<file path="config.mk">
export PLATFORM = sky130hd
export DESIGN_NAME = branch_predictor
export DESIGN_NICKNAME = d
export VERILOG_FILES = /design/src/rtl/bp_pkg.sv /design/src/rtl/bp_pht.sv /design/src/rtl/branch_predictor.sv
export SDC_FILE = /design/constraint.sdc
export NUM_CORES = 2
export LEC_CHECK = 0
export CAP_MARGIN = 15
export CORE_MARGIN = 1.5
export CORE_UTILIZATION = 34
export DETAILED_ROUTE_END_ITERATION = 8
export PLACE_DENSITY = 0.59
export SLEW_MARGIN = 20
export SYNTH_ARGS = -nofsm -noshare
export SYNTH_HDL_FRONTEND = slang
export SYNTH_SLANG_ARGS = --single-unit
</file>
<file path="constraint.sdc">
create_clock -name clk_i -period 6.17 [get_ports clk_i]
set_input_delay 1.234 -clock clk_i [delete_from_list [all_inputs] [get_ports clk_i]]
set_output_delay 1.234 -clock clk_i [all_outputs]
set_load 0.005 [all_outputs]
</file>
<file path="src/rtl/bp_pkg.sv">
// bp_pkg: shared counter encodings, BTB entry type and saturating-counter helper for the branch predictor
package bp_pkg;

    localparam int CNT_MAX_W  = 8;
    localparam int ADDR_MAX_W = 32;

    localparam logic [1:0] SNT = 2'd0;
    localparam logic [1:0] WNT = 2'd1;
    localparam logic [1:0] WT  = 2'd2;
    localparam logic [1:0] ST  = 2'd3;

    typedef struct packed {
        logic                  valid;
        logic [ADDR_MAX_W-1:0] tag;
        logic [ADDR_MAX_W-1:0] target;
    } btb_entry_t;

    function automatic logic [CNT_MAX_W-1:0] sat_next(
        input logic [CNT_MAX_W-1:0] cnt,
        input logic                 taken,
        input int                   width
    );
        logic [CNT_MAX_W-1:0] max_v;
        max_v = CNT_MAX_W'((1 << width) - 1);
        if (taken) return (cnt == max_v) ? cnt : cnt + CNT_MAX_W'(1);
        return (cnt == '0) ? cnt : cnt - CNT_MAX_W'(1);
    endfunction

endpackage

</file>
<file path="src/rtl/bp_pht.sv">
// bp_pht: pattern history table of saturating counters, one combinational read port and one write port
module bp_pht
    import bp_pkg::*;
#(
    parameter int ENTRIES = 16,
    parameter int CNT_W   = 2,
    parameter int IDX_W   = $clog2(ENTRIES)
) (
    input  logic             clk_i,
    input  logic             rst_i,
    input  logic             flush_i,
    input  logic [IDX_W-1:0] rd_idx_i,
    output logic [CNT_W-1:0] rd_cnt_o,
    input  logic             wr_en_i,
    input  logic [IDX_W-1:0] wr_idx_i,
    input  logic             wr_taken_i
);

    localparam logic [CNT_W-1:0] RST_CNT = CNT_W'((1 << (CNT_W - 1)) - 1);

    logic [CNT_W-1:0] cnt_q [ENTRIES];
    logic [CNT_W-1:0] wr_cnt_d;

    assign rd_cnt_o = cnt_q[rd_idx_i];
    assign wr_cnt_d = CNT_W'(sat_next(CNT_MAX_W'(cnt_q[wr_idx_i]), wr_taken_i, CNT_W));

    // Counters start weakly not-taken; flush restores that, otherwise train the written entry
    always_ff @(posedge clk_i or negedge rst_i) begin
        if (!rst_i) begin
            for (int i = 0; i < ENTRIES; i++) cnt_q[i] <= RST_CNT;
        end else if (flush_i) begin
            for (int i = 0; i < ENTRIES; i++) cnt_q[i] <= RST_CNT;
        end else if (wr_en_i) begin
            cnt_q[wr_idx_i] <= wr_cnt_d;
        end
    end

endmodule

</file>
<file path="src/rtl/branch_predictor.sv">
// branch_predictor: direct-mapped BTB plus PHT next-PC predictor; define BP_GSHARE_EN for gshare indexing, else bimodal
module branch_predictor
    import bp_pkg::*;
#(
    parameter int ENTRIES = 16,
    parameter int ADDR_W  = 32,
    parameter int CNT_W   = 2,
    parameter int IDX_W   = $clog2(ENTRIES),
    parameter int TAG_W   = ADDR_W - IDX_W - 2
) (
    input  logic              clk_i,
    input  logic              rst_i,
    input  logic              flush_i,
    input  logic [ADDR_W-1:0] lookup_pc_i,
    output logic              pred_hit_o,
    output logic              pred_taken_o,
    output logic [ADDR_W-1:0] pred_next_pc_o,
    output logic [IDX_W-1:0]  pred_ghr_o,
    input  logic              update_valid_i,
    input  logic [ADDR_W-1:0] update_pc_i,
    input  logic              update_taken_i,
    input  logic [ADDR_W-1:0] update_target_i,
    input  logic [IDX_W-1:0]  update_ghr_i
);

    btb_entry_t       btb_q [ENTRIES];
    btb_entry_t       lk_entry;
    logic [IDX_W-1:0] lk_idx;
    logic [IDX_W-1:0] up_idx;
    logic [TAG_W-1:0] lk_tag;
    logic [TAG_W-1:0] up_tag;
    logic [IDX_W-1:0] pht_rd_idx;
    logic [IDX_W-1:0] pht_wr_idx;
    logic [CNT_W-1:0] pht_cnt;
    logic             unused_bits;

    assign lk_idx   = lookup_pc_i[IDX_W+1:2];
    assign up_idx   = update_pc_i[IDX_W+1:2];
    assign lk_tag   = lookup_pc_i[ADDR_W-1:IDX_W+2];
    assign up_tag   = update_pc_i[ADDR_W-1:IDX_W+2];
    assign lk_entry = btb_q[lk_idx];

`ifdef BP_GSHARE_EN
    logic [IDX_W-1:0] ghr_q;

    assign pht_rd_idx  = lk_idx ^ ghr_q;
    assign pht_wr_idx  = up_idx ^ update_ghr_i;
    assign pred_ghr_o  = ghr_q;
    assign unused_bits = ^{lookup_pc_i[1:0], update_pc_i[1:0]};

    // Global history shifts in every resolved outcome
    always_ff @(posedge clk_i or negedge rst_i) begin
        if (!rst_i) ghr_q <= '0;
        else if (flush_i) ghr_q <= '0;
        else if (update_valid_i) ghr_q <= {ghr_q[IDX_W-2:0], update_taken_i};
    end
`else
    assign pht_rd_idx  = lk_idx;
    assign pht_wr_idx  = up_idx;
    assign pred_ghr_o  = '0;
    assign unused_bits = ^{lookup_pc_i[1:0], update_pc_i[1:0], update_ghr_i};
`endif

    bp_pht #(
        .ENTRIES (ENTRIES),
        .CNT_W   (CNT_W),
        .IDX_W   (IDX_W)
    ) u_pht (
        .clk_i      (clk_i),
        .rst_i      (rst_i),
        .flush_i    (flush_i),
        .rd_idx_i   (pht_rd_idx),
        .rd_cnt_o   (pht_cnt),
        .wr_en_i    (update_valid_i),
        .wr_idx_i   (pht_wr_idx),
        .wr_taken_i (update_taken_i)
    );

    // Prediction is purely combinational from the pre-edge state; no update bypass
    always_comb begin
        pred_hit_o     = lk_entry.valid && (lk_entry.tag == ADDR_MAX_W'(lk_tag));
        pred_taken_o   = pred_hit_o && pht_cnt[CNT_W-1];
        pred_next_pc_o = pred_taken_o ? ADDR_W'(lk_entry.target) : lookup_pc_i + ADDR_W'(4);
    end

    // Only taken branches allocate; an alias at the same index is simply overwritten
    always_ff @(posedge clk_i or negedge rst_i) begin
        if (!rst_i) begin
            for (int i = 0; i < ENTRIES; i++) btb_q[i] <= '0;
        end else if (flush_i) begin
            for (int i = 0; i < ENTRIES; i++) btb_q[i] <= '0;
        end else if (update_valid_i && update_taken_i) begin
            btb_q[up_idx] <= '{valid: 1'b1, tag: ADDR_MAX_W'(up_tag), target: ADDR_MAX_W'(update_target_i)};
        end
    end

endmodule
</file>
-- Yosys cells after proc, flatten, opt, wreduce, memory -nomap -nowiden
Index checks and enable logic that the tools add are counted.
Widths: inputs -> output; s select.
- flip-flop bits (word level): 1072
- bits of input ports: 105
- output and inout port bits: 38
- word-level logic and storage cells: 106
- add/sub/neg operators: 3
- order comparisons: 3
- equality and inequality tests: 2
- multiplexer cells: 25
- bitwise gates (word level): 2
- reductions and logical operators: 7
- operator list (cell ; number):
    $mux 1040 ; 2
    $bwmux 1040 ; 1
    $bmux 65 s4 ; 1
    $demux 65 s4 ; 1
    $mux 65 ; 3
    $mux 32 ; 3
    $add 32x3->32 const B ; 1
    $bwmux 32 ; 1
    $eq 32x26->1 ; 1
    $mux 2 ; 9
    $bmux 2 s4 ; 2
    $ge 5x5->1 const B ; 2
    $not 4->5 ; 2
    $demux 2 s4 ; 1
    $lt 5x1->1 const B ; 1
    $logic_and 1x1->1 ; 4
    $reduce_bool 2->1 ; 2
    $add 2x1->2 const B ; 1
    $eq 2x2->1 const B ; 1
    $logic_not 2->1 ; 1
    $sub 2x1->2 const B ; 1
    $mux 1 ; 1

-- Logic depth before layout (Yosys ltp)
- word-level depth: 11
- depth in mapped cells: 14

-- Hierarchy
From an unflattened synthesis, not the netlist that was laid out.
- cell total of the unflattened synthesis: 5219
- area, all modules: 48828.1 µm²
- modules (own cells, without submodules) (module ; instances ; cells an instance ; area each (µm²) ; seq. area each (µm²)):
    branch_predictor ; 1 ; 5040 ; 46764.9 ; 23622.7
    bp_pht ; 1 ; 179 ; 2063.2 ; 820.8

-- Worst setup path after synthesis
Ideal clock, no wire load.
- kind: input-to-output
- start: input port lookup_pc_i[2]
- end: output port pred_next_pc_o[26]
- data arrival time: 4.119 ns
- required time: 4.936 ns
- setup slack: 0.817 ns
- stages on the path: 10
- path buffers: 7
- path through: buf_6 -> buf_6 -> buf_6 -> buf_4 -> buf_1 -> buf_2 -> buf_2 -> mux4_2 -> mux4_2 -> mux2_4
- cells in the longest elaborated chain, start to end: 8
- elaborated cells on any way between the ends: 12
- those cells by class: 1 x add/sub; 1 x eq/ne; 7 x mux; 1 x bitwise; 2 x reduce/logical
- ends and longest elaborated chain (item ; line ; RTL):
    from (decl) ; branch_predictor.sv:14 ; input logic [ADDR_W-1:0] lookup_pc_i,
    $not 4->5 (not written as such) ; bp_pht.sv:24, branch_predictor.sv:41 ;
    $bmux 65 s4 ; branch_predictor.sv:41 ; assign lk_entry = btb_q[lk_idx];
    $mux 65 (not written as such) (2 in a row) ; branch_predictor.sv:41 ;
    $eq 32x26->1 ; branch_predictor.sv:81 ; pred_hit_o = lk_entry.valid && (lk_entry.tag == ADDR_MAX_W'(lk_tag));
    $logic_and 1x1->1 ; branch_predictor.sv:81 ;
    $logic_and 1x1->1 ; branch_predictor.sv:82 ; pred_taken_o = pred_hit_o && pht_cnt[CNT_W-1];
    $mux 32 * ; branch_predictor.sv:83 ; pred_next_pc_o = pred_taken_o ? ADDR_W'(lk_entry.target) : lookup_pc_i + ADDR_W'(4);
    to (decl) ; branch_predictor.sv:17 ; output logic [ADDR_W-1:0] pred_next_pc_o,
Every way passes the cells marked *; elsewhere a longest branch is shown, timed or not. The select of a mux whose other input is x is not followed.

-- Final worst setup path
- start: input port lookup_pc_i[3]
- end: output port pred_next_pc_o[12]
The elaborated chain is that of the path after synthesis.

==> results by stage <==
STA:
- Adding up every negative setup slack in the final design gives -0.0134 ns.
- Setup repair after global routing could not meet its margin everywhere.
- The minimum clock period after layout is 6.18 ns.
- The slew of the pin with the lowest slew margin is 1.25 ns.
- The number of hold violations in the final report came to 0.
- The worst clock skew on the final layout is 0.0220 ns.
- The final count of negative-setup-slack endpoints is 1.
- The max-slew violation total from the final report was 0.
- The part of the cycle the worst path needs is 100%.
- The headroom to the max-slew limit is 16.8%.
- The worst slack on hold paths is 0.477 ns.
- The achievable clock frequency is 0.162 GHz.
- The final critical-path setup slack is -0.0134 ns.

Clock tree:
- The CTS tree is yes.
- The H-tree generated during clock tree synthesis spans 3 levels.
- The number of buffers created by CTS is 99.
- Clock-pin slew was measured on the worst setup and hold paths at 0.06 ns.
- The number of sinks on the clock net is 976.
- The buffer depth of the longest clock path is 3.
- After clock tree synthesis, the flow added hold-fix buffers numbering 0.
- The worst-skew pair later-pin latency is 0.69 ns.
- The root buffer cell is sky130_fd_sc_hd__clkbuf_16.

Yosys:
- Summing the areas of all compound-gate instances in the mapped netlist gives 20.7% of the synthesized area.
- sky130_fd_sc_hd__dfrtp_1 is the most common cell in the netlist.
- The mux cell area share after synthesis is 16.3%.
- The synthesized design devotes to its leading area cell type 54.2% of total area.
- The post-synthesis share of cell area spent on full adders, half adders and majority gates is 0.0734%.
- The basic-gate share of the synthesized area counting and, or, nand and nor cells is 2.57%.
- The share of the Yosys chip area taken by registers is 55.1%.
- Yosys mapped a number of flops with a built-in enable equal to 0.
- Summing the areas of all xor and xnor instances in the mapped netlist gives 0.987% of the synthesized area.
- By area the synthesized netlist is led by sky130_fd_sc_hd__dfrtp_1 (54%), sky130_fd_sc_hd__a22o_1 (18%), sky130_fd_sc_hd__mux4_2 (12%).
- The gate count of the mapped netlist is 3170.
- The async set-reset flop share out of synthesis is 100%.
- The synthesized flop and latch total is 976.
- By area, the combinational part of the netlist is dominated by compound AO/OA/AOI/OAI gates.
- The commonest cells after synthesis are sky130_fd_sc_hd__dfrtp_1 (960), sky130_fd_sc_hd__a22o_1 (936), sky130_fd_sc_hd__clkbuf_1 (282).
- The total of warnings raised by yosys is 0.
- The post-synth design cell area is 44300 um^2.
- The synthesized netlist contains 71 unique library cells.
- The cell type with the largest total area after synthesis is sky130_fd_sc_hd__dfrtp_1.
- The most instantiated flip-flop cell in the synthesis netlist is sky130_fd_sc_hd__dfrtp_1.
- The post-synthesis average cell area is 14.0 um^2.

Floorplan:
- The area of the core is 129000 um^2.
- The total die area is 133000 um^2.
- Measured along the x axis, the die boundary spans 364 um.
- Row generation in the floorplan step produced 132 rows.
- 143 I/O pins were placed.
- In this run the vertical extent of the chip is 364 um.
- The starting utilization of the core area is 34.3%.

Global route:
- The aggregate global routing overflow is 0.
- The wire length of the first global-routing pass is 233000 um.
- The number of antenna violations at the first check in global routing was 12.
- The number of global-route vias before repair is 31900.
- In the global route stage, overall resource usage came out at 24.0%.
- The largest net degree at the start of global routing is 147.

Routing:
- The first detailed-routing pass took 6 iterations.
- For this run, design rule violations remaining after detail routing come to 0.
- After detailed routing, the average wire length per cell comes to 31.8 um.
- The detail route stage leaves a number of antenna-violating nets equal to 0.
- Using the TritonRoute via totals, the vias-per-cell ratio works out to 6.26.
- The final layout contains routed wiring with a total length of 160000 um.
- The detailed router finished its first iteration with 3617 violations.
- The vias after detailed routing is 31400.

Worst setup path:
- The setup slack of the most critical reg-to-reg path is 3.72 ns.
- The worst setup path is of the in2out kind.
- Data on the critical path is required at its endpoint by 4.94 ns.
- The kind of launch point of the worst setup path is an input pin.
- The critical path arrival is 4.95 ns.
- STA classifies the critical path endpoint as an output port.
- Along the worst path, the maximum fanout reaches 7.

Power:
- The maximum VDD drop is 0.210 mV.
- In this run the static leakage power is 0.0238 uW.
- For this design the ratio of total power to cell area is 265 nW/um^2.

Finish:
- After the last flow step, the layout net total stands at 3296.
- With fillers left out, the area of the finished cells amounts to 51900 um^2.
- Excluding fillers, the count of instances in the completed layout stands at 5015.
- The share of post-route cells with drive strength above 1 is 22.9%.
- The final-layout fill cell count is 11900.
- The area growth from synthesis to layout is 17.1%.

Run status:
- The run finished, with violations left.
- The final reports fail on negative setup slack.

Place:
- Once placement finished, the instance area stood at 48200 um^2.
- The estimated wirelength of the detail-placed design is 92500 um.
- In this run, placement finished with an instance count of 4816.
- The congestion estimate from routability-driven global placement came to 0.980.
- The count of buffers inserted at the top-level ports is 132.

Flow run:
- The number of max-capacitance violations reported is 0.

Worst hold path:
- The worst hold path belongs to the class reg2reg.
==> critical path, cell delays in order <==
cell and delay, ns:
sky130_fd_sc_hd__buf_16 0.13, sky130_fd_sc_hd__mux4_1 0.54, sky130_fd_sc_hd__mux4_2 0.53, sky130_fd_sc_hd__xnor2_1 0.17, sky130_fd_sc_hd__buf_4 0.16, sky130_fd_sc_hd__o211ai_1 0.10, sky130_fd_sc_hd__or4_4 0.52, sky130_fd_sc_hd__nor4_4 0.29
sky130_fd_sc_hd__buf_6 0.18, sky130_fd_sc_hd__buf_12 0.17, sky130_fd_sc_hd__buf_8 0.13, sky130_fd_sc_hd__mux2_4 0.32, sky130_fd_sc_hd__clkdlybuf4s50_1 0.45
==> registers in the layout (all words and copies together) (netlist names) <==
name and count:
u_pht.cnt_q 32, btb_q 944
==> timing repair <==
action	4_1_cts	5_1_grt
buffers inserted	3	8
resized for setup	35	38
cloned	2	1
endpoints found under the setup margin	32	28
pin swaps	3	3
==> area by class of cell <==
cell class              count  area (um^2)  area share (%)
flip-flops and latches    976        24400            47.1
inverters                  16         62.6           0.120
clock buffers             147         2990            5.76
clock inverters            32          282           0.542
well taps                1742         2180            4.20
repair buffers            347         3560            6.86
multi-input cells        1750        18400            35.4
diodes                      5         12.5          0.0241
==> power breakdown <==
| part | total, uW | switching (uW) | internal, uW |
|---|---|---|---|
| combinational | 1190 | 821 | 368 |
| sequential | 6470 | 26.0 | 6450 |
| clock | 6120 | 2640 | 3470 |
==> per-layer routing <==
| metal | up-vias | share of wire, % | global-route usage, % |
|---|---|---|---|
| met2 | 1766 | 44 | 35.2 |
| met4 | 12 | 2.7 | 6.39 |
| met5 | - | 0.044 | 0 |
| li1 | 12400 | - | - |
| met1 | 16900 | 43 | 34.9 |
| met3 | 306 | 11 | 6.31 |
==> cells by family after synthesis <==
| logic type | after synthesis |
|---|---|
| muxes | 386 |
| AOI/OAI and AO/OA | 1076 |
| adders and majority gates | 3 |
| xor gates and xnor gates | 50 |
| other | 1 |
| buffers and inverters | 447 |
| and+or+nand+nor | 231 |
| DFF | 976 |
==> final timing paths <==
check	startpoint	endpoint	depth (start not counted)
min	btb_q[844]	btb_q[844]	1
min in group asynchronous	rst_i	btb_q[975]	1
max in group asynchronous	rst_i	btb_q[956]	2
min reg2reg	btb_q[844]	btb_q[844]	1
max reg2reg	u_pht.cnt_q[25]	u_pht.cnt_q[7]	5
max	lookup_pc_i[3]	pred_next_pc_o[12]	13
==> placed cells by master, fill, tap and decap left out, types with 6 or more instances in the layout <==
cell | synthesis | layout
sky130_fd_sc_hd__buf_12 | 2 | 32
sky130_fd_sc_hd__a22oi_1 | 12 | 10
sky130_fd_sc_hd__nand2_1 | 83 | 83
sky130_fd_sc_hd__xor2_1 | 17 | 17
sky130_fd_sc_hd__nor2_1 | 40 | 27
sky130_fd_sc_hd__a22o_1 | 936 | 936
sky130_fd_sc_hd__and4_1 | 6 | 6
sky130_fd_sc_hd__mux4_2 | 245 | 247
sky130_fd_sc_hd__and3_1 | 12 | 12
sky130_fd_sc_hd__mux2_4 | 29 | 29
sky130_fd_sc_hd__clkdlybuf4s50_1 | 0 | 99
sky130_fd_sc_hd__clkbuf_1 | 282 | 16
sky130_fd_sc_hd__dfrtp_1 | 960 | 960
sky130_fd_sc_hd__xnor2_1 | 33 | 32
sky130_fd_sc_hd__buf_16 | 0 | 6
sky130_fd_sc_hd__dfstp_2 | 16 | 16
sky130_fd_sc_hd__mux2i_1 | 89 | 85
sky130_fd_sc_hd__nand4_1 | 11 | 11
sky130_fd_sc_hd__clkbuf_16 | 0 | 101
sky130_fd_sc_hd__nor2_4 | 0 | 13
sky130_fd_sc_hd__dlymetal6s2s_1 | 0 | 21
sky130_fd_sc_hd__a21oi_4 | 0 | 16
sky130_fd_sc_hd__nor3_1 | 6 | 6
sky130_fd_sc_hd__o211ai_1 | 19 | 19
sky130_fd_sc_hd__clkinv_2 | 0 | 21
sky130_fd_sc_hd__o22ai_1 | 8 | 8
sky130_fd_sc_hd__clkbuf_8 | 0 | 31
sky130_fd_sc_hd__a21o_1 | 16 | 16
sky130_fd_sc_hd__nand3_1 | 35 | 35
sky130_fd_sc_hd__inv_1 | 15 | 14
sky130_fd_sc_hd__o21ai_0 | 8 | 8
sky130_fd_sc_hd__a21oi_1 | 35 | 19
sky130_fd_sc_hd__buf_4 | 10 | 172
sky130_fd_sc_hd__mux2_2 | 16 | 16
==> through the flow <==
| stage | worst slack (ns) | total power, uW | util (%) |
|---|---|---|---|
| 6_report | -0.0134 | 13800 | 40.1 |
| 5_1_grt | -0.0213 | 14200 | 40.1 |
| 4_1_cts | 0.00234 | 13800 | 39.9 |
| 3_5_place_dp | -0.180 | 7730 | 37.2 |
| 3_3_place_gp | -0.173 | 7730 | 37.2 |
| 2_1_floorplan | 0.817 | 7130 | - |
Power figures use the tool's default switching activity.
